[src/rtl/captcha_round_sequencer.sv]
// Round controller for the circle-click CAPTCHA: sequences LOAD/PLAY/GAP rounds, latches a
// per-round random modifier and turns pass/fail/timeout/abort results into a session verdict.
module captcha_round_sequencer #(
  parameter int unsigned ROUNDS      = 3,
  parameter int unsigned MAX_FAILS   = 2,
  parameter int unsigned TIMEOUT_CYC = 500_000_000,
  parameter int unsigned GAP_CYC     = 1_000_000
) (
  input  logic        clock,
  input  logic        reset,
  input  logic        start,
  input  logic [12:0] rand_in,
  input  logic        pass_in,
  input  logic        fail_in,
  input  logic        back_in,
  output logic        circle_en,
  output logic [12:0] rand_mod,
  output logic [3:0]  round_idx,
  output logic [3:0]  fail_cnt,
  output logic        busy,
  output logic        verified,
  output logic        locked_out,
  output logic        aborted
);

  localparam int unsigned ToW  = (TIMEOUT_CYC > 1) ? $clog2(TIMEOUT_CYC) : 1;
  localparam int unsigned GapW = (GAP_CYC > 1) ? $clog2(GAP_CYC) : 1;

  localparam logic [ToW-1:0]  ToLast    = ToW'(TIMEOUT_CYC - 1);
  localparam logic [GapW-1:0] GapLast   = GapW'(GAP_CYC - 1);
  localparam logic [3:0]      RoundsLim = 4'(ROUNDS);
  localparam logic [3:0]      FailsLim  = 4'(MAX_FAILS);

  typedef enum logic [2:0] {
    StIdle,
    StLoad,
    StPlay,
    StGap,
    StDoneOk,
    StDoneLock
  } state_e;

  state_e          state_q, state_d;
  logic [12:0]     rand_mod_q, rand_mod_d;
  logic [3:0]      round_q, round_d;
  logic [3:0]      fails_q, fails_d;
  logic [ToW-1:0]  to_cnt_q, to_cnt_d;
  logic [GapW-1:0] gap_cnt_q, gap_cnt_d;
  logic            aborted_q, aborted_d;
  logic [3:0]      round_inc, fails_inc;

  // Saturating increments keep the 4-bit counters from wrapping on out-of-range parameters.
  assign round_inc = (round_q == 4'd15) ? 4'd15 : round_q + 4'd1;
  assign fails_inc = (fails_q == 4'd15) ? 4'd15 : fails_q + 4'd1;

  always_comb begin
    state_d    = state_q;
    rand_mod_d = rand_mod_q;
    round_d    = round_q;
    fails_d    = fails_q;
    to_cnt_d   = to_cnt_q;
    gap_cnt_d  = gap_cnt_q;
    aborted_d  = 1'b0;

    unique case (state_q)
      StIdle, StDoneOk, StDoneLock: begin
        if (start) begin
          round_d = 4'd0;
          fails_d = 4'd0;
          state_d = StLoad;
        end
      end
      StLoad: begin
        // Force a different modifier when the random source repeats itself.
        rand_mod_d = (rand_in == rand_mod_q) ? (rand_in ^ 13'h0001) : rand_in;
        to_cnt_d   = '0;
        state_d    = StPlay;
      end
      StPlay: begin
        to_cnt_d = to_cnt_q + ToW'(1);
        if (back_in) begin
          aborted_d = 1'b1;
          state_d   = StIdle;
        end else if (fail_in || (to_cnt_q == ToLast)) begin
          fails_d   = fails_inc;
          gap_cnt_d = '0;
          state_d   = (fails_inc == FailsLim) ? StDoneLock : StGap;
        end else if (pass_in) begin
          round_d   = round_inc;
          gap_cnt_d = '0;
          state_d   = (round_inc == RoundsLim) ? StDoneOk : StGap;
        end
      end
      StGap: begin
        if (back_in) begin
          aborted_d = 1'b1;
          state_d   = StIdle;
        end else if (gap_cnt_q == GapLast) begin
          state_d = StLoad;
        end else begin
          gap_cnt_d = gap_cnt_q + GapW'(1);
        end
      end
      default: state_d = StIdle;
    endcase
  end

  always_ff @(posedge clock) begin
    if (reset) begin
      state_q    <= StIdle;
      rand_mod_q <= '0;
      round_q    <= '0;
      fails_q    <= '0;
      to_cnt_q   <= '0;
      gap_cnt_q  <= '0;
      aborted_q  <= 1'b0;
    end else begin
      state_q    <= state_d;
      rand_mod_q <= rand_mod_d;
      round_q    <= round_d;
      fails_q    <= fails_d;
      to_cnt_q   <= to_cnt_d;
      gap_cnt_q  <= gap_cnt_d;
      aborted_q  <= aborted_d;
    end
  end

  assign circle_en  = (state_q == StPlay);
  assign rand_mod   = rand_mod_q;
  assign round_idx  = round_q;
  assign fail_cnt   = fails_q;
  assign busy       = !((state_q == StIdle) || (state_q == StDoneOk) || (state_q == StDoneLock));
  assign verified   = (state_q == StDoneOk);
  assign locked_out = (state_q == StDoneLock);
  assign aborted    = aborted_q;

endmodule
[config.mk]
export PLATFORM = sky130hd
export DESIGN_NAME = captcha_round_sequencer
export DESIGN_NICKNAME = d
export VERILOG_FILES = /design/src/rtl/captcha_round_sequencer.sv
export SDC_FILE = /design/constraint.sdc
export NUM_CORES = 1
export LEC_CHECK = 0
export BUFFER_PORTS_ARGS = -buffer_cell sky130_fd_sc_hd__buf_4
export CORE_ASPECT_RATIO = 0.8
export CORE_MARGIN = 5
export CORE_UTILIZATION = 54
export CTS_CLUSTER_SIZE = 28
export DETAILED_ROUTE_END_ITERATION = 8
export MAX_ROUTING_LAYER = met4
export PLACE_DENSITY = 0.74
export SYNTH_ARGS = -nofsm -noshare
export SYNTH_HDL_FRONTEND = slang
export SYNTH_SLANG_ARGS = --single-unit
[constraint.sdc]
create_clock -name clock -period 3.12 [get_ports clock]
set_clock_uncertainty 0.1 [all_clocks]
set_input_delay 0.156 -clock clock [delete_from_list [all_inputs] [get_ports clock]]
set_output_delay 0.156 -clock clock [all_outputs]
set_load 0.01 [all_outputs]
==> flow_summary.yaml, run 1 <==
outcome:
  status: "completed"
cts:
  cts_resized: 0
  clk_latency_ps: 350
  cts_htree_levels: 3
  cts_buffer_depth: 2
  cts_setup_buffers: 0
  hold_buffers: 13
  clk_pin_slew_worst_paths_ps: 70
  cts_tree: "done"
  cts_inserted_buffers: 9
  clock_sinks: 74
  cts-root-buf: "clkbuf_8"
yosys:
  synth_common_cells: "74 x dfxtp_1, 53 x nand2_1, 51 x a21oi_1"
  synth_area_um2: 4040
  synthFlopType: "dfxtp_1"
  yosys.cell_count.top_type: "dfxtp_1"
  synth_edf_count: 0
  synth.net_count: 513
  synth_top_cell_area_share_pct: 36.7
  synthArstFlopShare_pct: 0
  yosysSeqAreaShare_pct: 36.7
  avgSynthCellArea_um2: 8.25
  yosys.area.top_type: "dfxtp_1"
  ys.warnings.count: 0
  synth.area.top_cells: "dfxtp_1 37%, a21oi_1 6.3%, nand2_1 4.9%"
  ys_types: 55
  synth-seq-cells: 74
  synthCells: 490
sta:
  hold_viol_final: 0
  setup_slack_ps: 508
  fmax_mhz: 383
  period_needed_ps: 2610
  tns_ps: 0
  fin_crit_sh_pct: 83.7
  setup_viol: 0
  worstMarginPinSlew_ps: 731
  drv_slew: 0
  max_slew_margin_pct: 51.1
  rsz0062_at_grt: "no"
setup_path:
  cpPeakStageDelay_ps: 530
  r2r_slack_ps: 510
  worst-r2r-cell-count: 7
  start_kind: "register"
  crit_family: "simple AND/OR/NAND/NOR gates"
  worstPathMaxFanout: 38
  critical_path_required_ps: 3300
  r2r_start: "to_cnt_q[0]"
  cp.arrival_ps: 2790
  path_buf_inv: 1
  crit_slowest_cell: "or4_1"
  crit_chain: "ha_1 -> nand3_1 -> nor4_4 -> a21oi_2 -> buf_4 -> or4_1 -> a21oi_1"
  reg2reg_to: "gap_cnt_q[14]"
  path_class: "register to register"
  worst_setup_path_end_kind: "register"
floorplanning:
  fp.coreArea_um2: 7360
  die_y_um: 87.4
  num_rows: 28
  io-pin-count: 45
  start_util_pct: 54.9
  dieArea_um2: 9320
  die_w_um: 107
routing:
  drc: 0
  first_pass_iters: 4
  detail_route.iter0.violations: 307
  vias: 4011
  routed_wirelength_mm: 9.95
  viasPerCell: 6.36
  wire_per_inst_um: 15.8
  ant_nets: 0
placement:
  dpl.hpwl_mm: 6.71
  numPortBuffers: 44
  pre_cts_slack_ps: 536
  gp_congestion: 0.840
global_routing:
  antenna_found_initial: 0
  grtUsageMet2_pct: 33.1
  busiest_layer: "met2"
  grt_pass1_vias: 3503
  met1_usage_pct: 31.6
  overflow: 0
  grt_max_degree: 62
  grtUsageMet3_pct: 5.63
  track_usage_pct: 22.9
  grt_pass1_wl_mm: 17.1
final_layout:
  antenna_cells: 0
  drive_gt1_share_pct: 14.6
  finish.utilization_pct: 64.2
  area_delta_synth_final_pct: 16.8
  nets: 560
run:
  cap_violations: 0
hold_path:
  hold_start: "back_in"
  holdPathStages: 2
  hold_path.class: "input port to register"
  whs_endpoint: "aborted"
power_and_ir_drop:
  leakagePower_nw: 1.58
  p_per_area_nw_per_um2: 535
  power_mw: 2.52
  ir_drop_uv: 321
-- stage by stage --
stage,std cells,area [um^2],hold WS (ps)
2_1_floorplan,490,4040,192
3_3_place_gp,603,4410,320
3_5_place_dp,603,4410,330
4_1_cts,631,4720,18.9
5_1_grt,631,4720,21.1
6_report,631,4720,41.4
-- sequential cells by signal, summed over array words and instances, names as in the netlist --
signal and flops:
rand_mod 13, aborted 1, gap_cnt_q 20, fail_cnt 4, to_cnt_q 29, state_q 3, round_idx 4
-- where the power goes --
group          switching, mW  internal, mW
Sequential            0.0789          1.01
Combinational          0.433         0.271
Clock                  0.346         0.385
-- logic make-up after synthesis --
kind of cell	count (synthesis)	share of synthesized area (%)
multiplexers	10	2.66
AND/OR/NAND/NOR	222	31.7
flip-flops	74	36.7
AO/OA/AOI/OAI	126	20.0
XOR/XNOR	14	3.04
adder cells (fa/ha/maj)	4	1.24
buffers and inverters	40	4.74
-- layout by cell type, fill, tap and decap left out, drive strengths merged, types with 8 or more instances in the layout --
cell type / instances
o31ai: 22
buf: 52
inv: 10
nor2: 26
a21oi: 52
nand4: 19
nand3: 23
and3: 8
nand2: 54
dlygate4sd3: 13
nand2b: 8
clkbuf: 12
o21ai: 11
or4: 25
or3: 10
dfxtp: 74
nor4: 9
-- layout make-up --
class | count | area (um^2)
fill | 645 | 2640
multi-input combinational | 376 | 2370
clock inverter | 3 | 40.0
tap | 90 | 113
sequential | 74 | 1480
clock buffer | 12 | 145
timing repair buffer | 65 | 520
inverter | 11 | 53.8
-- worst reg2reg max path, delay by kind of cell (launching register included) --
family | cells | cell delay, ps
AND/OR/NAND/NOR | 3 | 1320
flip-flops | 1 | 400
AO/OA/AOI/OAI | 2 | 250
buffers and inverters | 1 | 240
adder cells (fa/ha/maj) | 1 | 230
-- worst max-delay path by stage --
stage | start | to | slack, ps | cells past startpoint
finish | to_cnt_q[0] | gap_cnt_q[14] | 510 | 7
global route | to_cnt_q[0] | gap_cnt_q[15] | 230 | 7
CTS | to_cnt_q[0] | gap_cnt_q[5] | 500 | 7
detailed placement | to_cnt_q[0] | gap_cnt_q[15] | 540 | 7
global placement | to_cnt_q[0] | gap_cnt_q[17] | 610 | 7
floorplan | to_cnt_q[12] | gap_cnt_q[13] | 850 | 6
-- per-layer routing --
metal | up-vias | part of all wire (%)
met5 | - | 0
met4 | 0 | 1.1
met3 | 15 | 7.3
met2 | 138 | 44
met1 | 1890 | 47
li1 | 1968 | -
No activity file was read; power rests on OpenSTA's default activity.
==> run 2: changes to the inputs <==
==> constraint.sdc (replaced) <==
create_clock -name clock -period 2.5 [get_ports clock]
set_clock_uncertainty 0.1 [all_clocks]
set_input_delay 0.125 -clock clock [delete_from_list [all_inputs] [get_ports clock]]
set_output_delay 0.125 -clock clock [all_outputs]
set_load 0.01 [all_outputs]
==> run 2 against run 1 <==
Effect of this change:
- global-route usage is 0.42 points higher
- via count is 2.0% higher
- clock power is 21% higher
==> flow_summary.yaml, run 2 (synthesis gave the netlist of run 1 again) <==
setup_path:
  path_class: "register to register"
  crit_family: "simple AND/OR/NAND/NOR gates"
  cpPeakStageDelay_ps: 600
  critical_path_required_ps: 2680
  crit_slowest_cell: "or4b_1"
  worstPathMaxFanout: 38
  startpoint: "to_cnt_q[8]"
  worst_setup_path_end_kind: "register"
  start_kind: "register"
  crit_chain: "or4b_1 -> nor4_4 -> a21oi_2 -> buf_12 -> or4_1 -> a21oi_1"
  cp.arrival_ps: 2550
  path_buf_inv: 1
  r2r_start: "to_cnt_q[8]"
routing:
  drc: 0
  ant_nets: 0
  vias: 4090
  routed_wirelength_mm: 10.3
  first_pass_iters: 4
  wire_per_inst_um: 16.1
  detail_route.iter0.violations: 259
  viasPerCell: 6.35
outcome:
  status: "completed"
cts:
  cts_resized: 0
  cts_htree_levels: 3
  cts-root-buf: "clkbuf_8"
  cts_buffer_depth: 2
  clock_sinks: 74
  clk_pin_slew_worst_paths_ps: 80
  cts_inserted_buffers: 9
  clk_latency_ps: 350
  cts_tree: "done"
power_and_ir_drop:
  power.share.sequential_pct: 42.3
  p_comb_share_pct: 30.0
  leakagePower_nw: 1.65
  p_switching_mw: 1.10
  p_per_area_nw_per_um2: 658
  p_clk_share_pct: 27.8
  internal_power_mw: 2.08
  switching_share_pct: 34.5
  ir_drop_uv: 355
global_routing:
  grt_pass1_vias: 3830
  grt_max_degree: 62
  antenna_found_initial: 0
  grt_pass1_wl_mm: 17.3
  overflow: 0
  track_usage_pct: 23.3
sta:
  fin_crit_sh_pct: 94.9
  whs_ps: 13.8
  tns_ps: 0
  drv_slew: 0
  rsz0062_at_grt: "no"
  max_slew_margin_pct: 52.4
  hold_viol_final: 0
  setup_viol: 0
  worstMarginPinSlew_ps: 712
  period_needed_ps: 2370
  fmax_mhz: 422
hold_path:
  hold_path.class: "input port to register"
  hold_start: "back_in"
floorplanning:
  start_util_pct: 54.9
  dieArea_um2: 9320
  io-pin-count: 45
  fp.coreArea_um2: 7360
  num_rows: 28
  die_y_um: 87.4
  die_w_um: 107
placement:
  gp_congestion: 0.862
  dpl.hpwl_mm: 7.09
  numPortBuffers: 44
final_layout:
  regArea_um2: 1480
  area_delta_synth_final_pct: 19.8
  fill_cells: 637
  drive_gt1_share_pct: 16.6
  largest_reg_flops: 29
  layout_common_cells: "74 x dfxtp_1, 64 x buf_4, 53 x nand2_1"
  nets: 574
  final_common_cell: "dfxtp_1"
  largest_register: "to_cnt_q"
  antenna_cells: 0
  multi_input_area_um2: 2370
run:
  cap_violations: 0
==> run 2: final timing paths <==
check / to / slack [ps] / cells after the start
max: gap_cnt_q[11] / 130 / 6
min: aborted / 10 / 2
max reg2reg: gap_cnt_q[11] / 130 / 6
min reg2reg: gap_cnt_q[4] / 380 / 2
==> run 2: what timing repair did <==
item / CTS / global route
hold buffers: 13 / 0
buffers inserted: 0 / 0
hold endpoints to repair: 13 / 0
==> run 2: cell type report <==
class	count	share of cell area, %
clock inverter	3	0.879
sequential	74	30.6
tap	90	2.33
clock buffer	11	2.71
timing repair buffer	79	13.4
inverter	11	1.11
multi-input combinational	376	48.9
==> run 2: per-layer routing <==
metal | part of all wire (%) | GRT usage (%) | vias up
li1 | - | - | 1989
met1 | 47 | 29.2 | 1943
met2 | 45 | 37.1 | 146
met3 | 7.1 | 5.49 | 12
met4 | 1.4 | 7.90 | 0
met5 | 0 | - | -
==> run 2: power groups by stage <==
stage,logic (mW),clock network (mW),registers (mW)
2_1_floorplan,0.553,0,1.38
3_3_place_gp,0.912,0,1.36
3_5_place_dp,0.927,0,1.37
4_1_cts,0.946,0.904,1.34
5_1_grt,1.04,0.954,1.36
6_report,0.955,0.883,1.34
==> run 2: stage by stage <==
step	area, um^2	instances	utilization, %	setup WS [ps]	total power [mW]
after global placement	4540	617	61.6	202	2.28
final	4840	644	65.8	128	3.18
after detailed placement	4540	617	61.6	138	2.30
after floorplan	4040	490	-	231	1.94
after CTS	4840	644	65.8	121	3.19
after global routing	4840	644	65.8	9.99	3.35
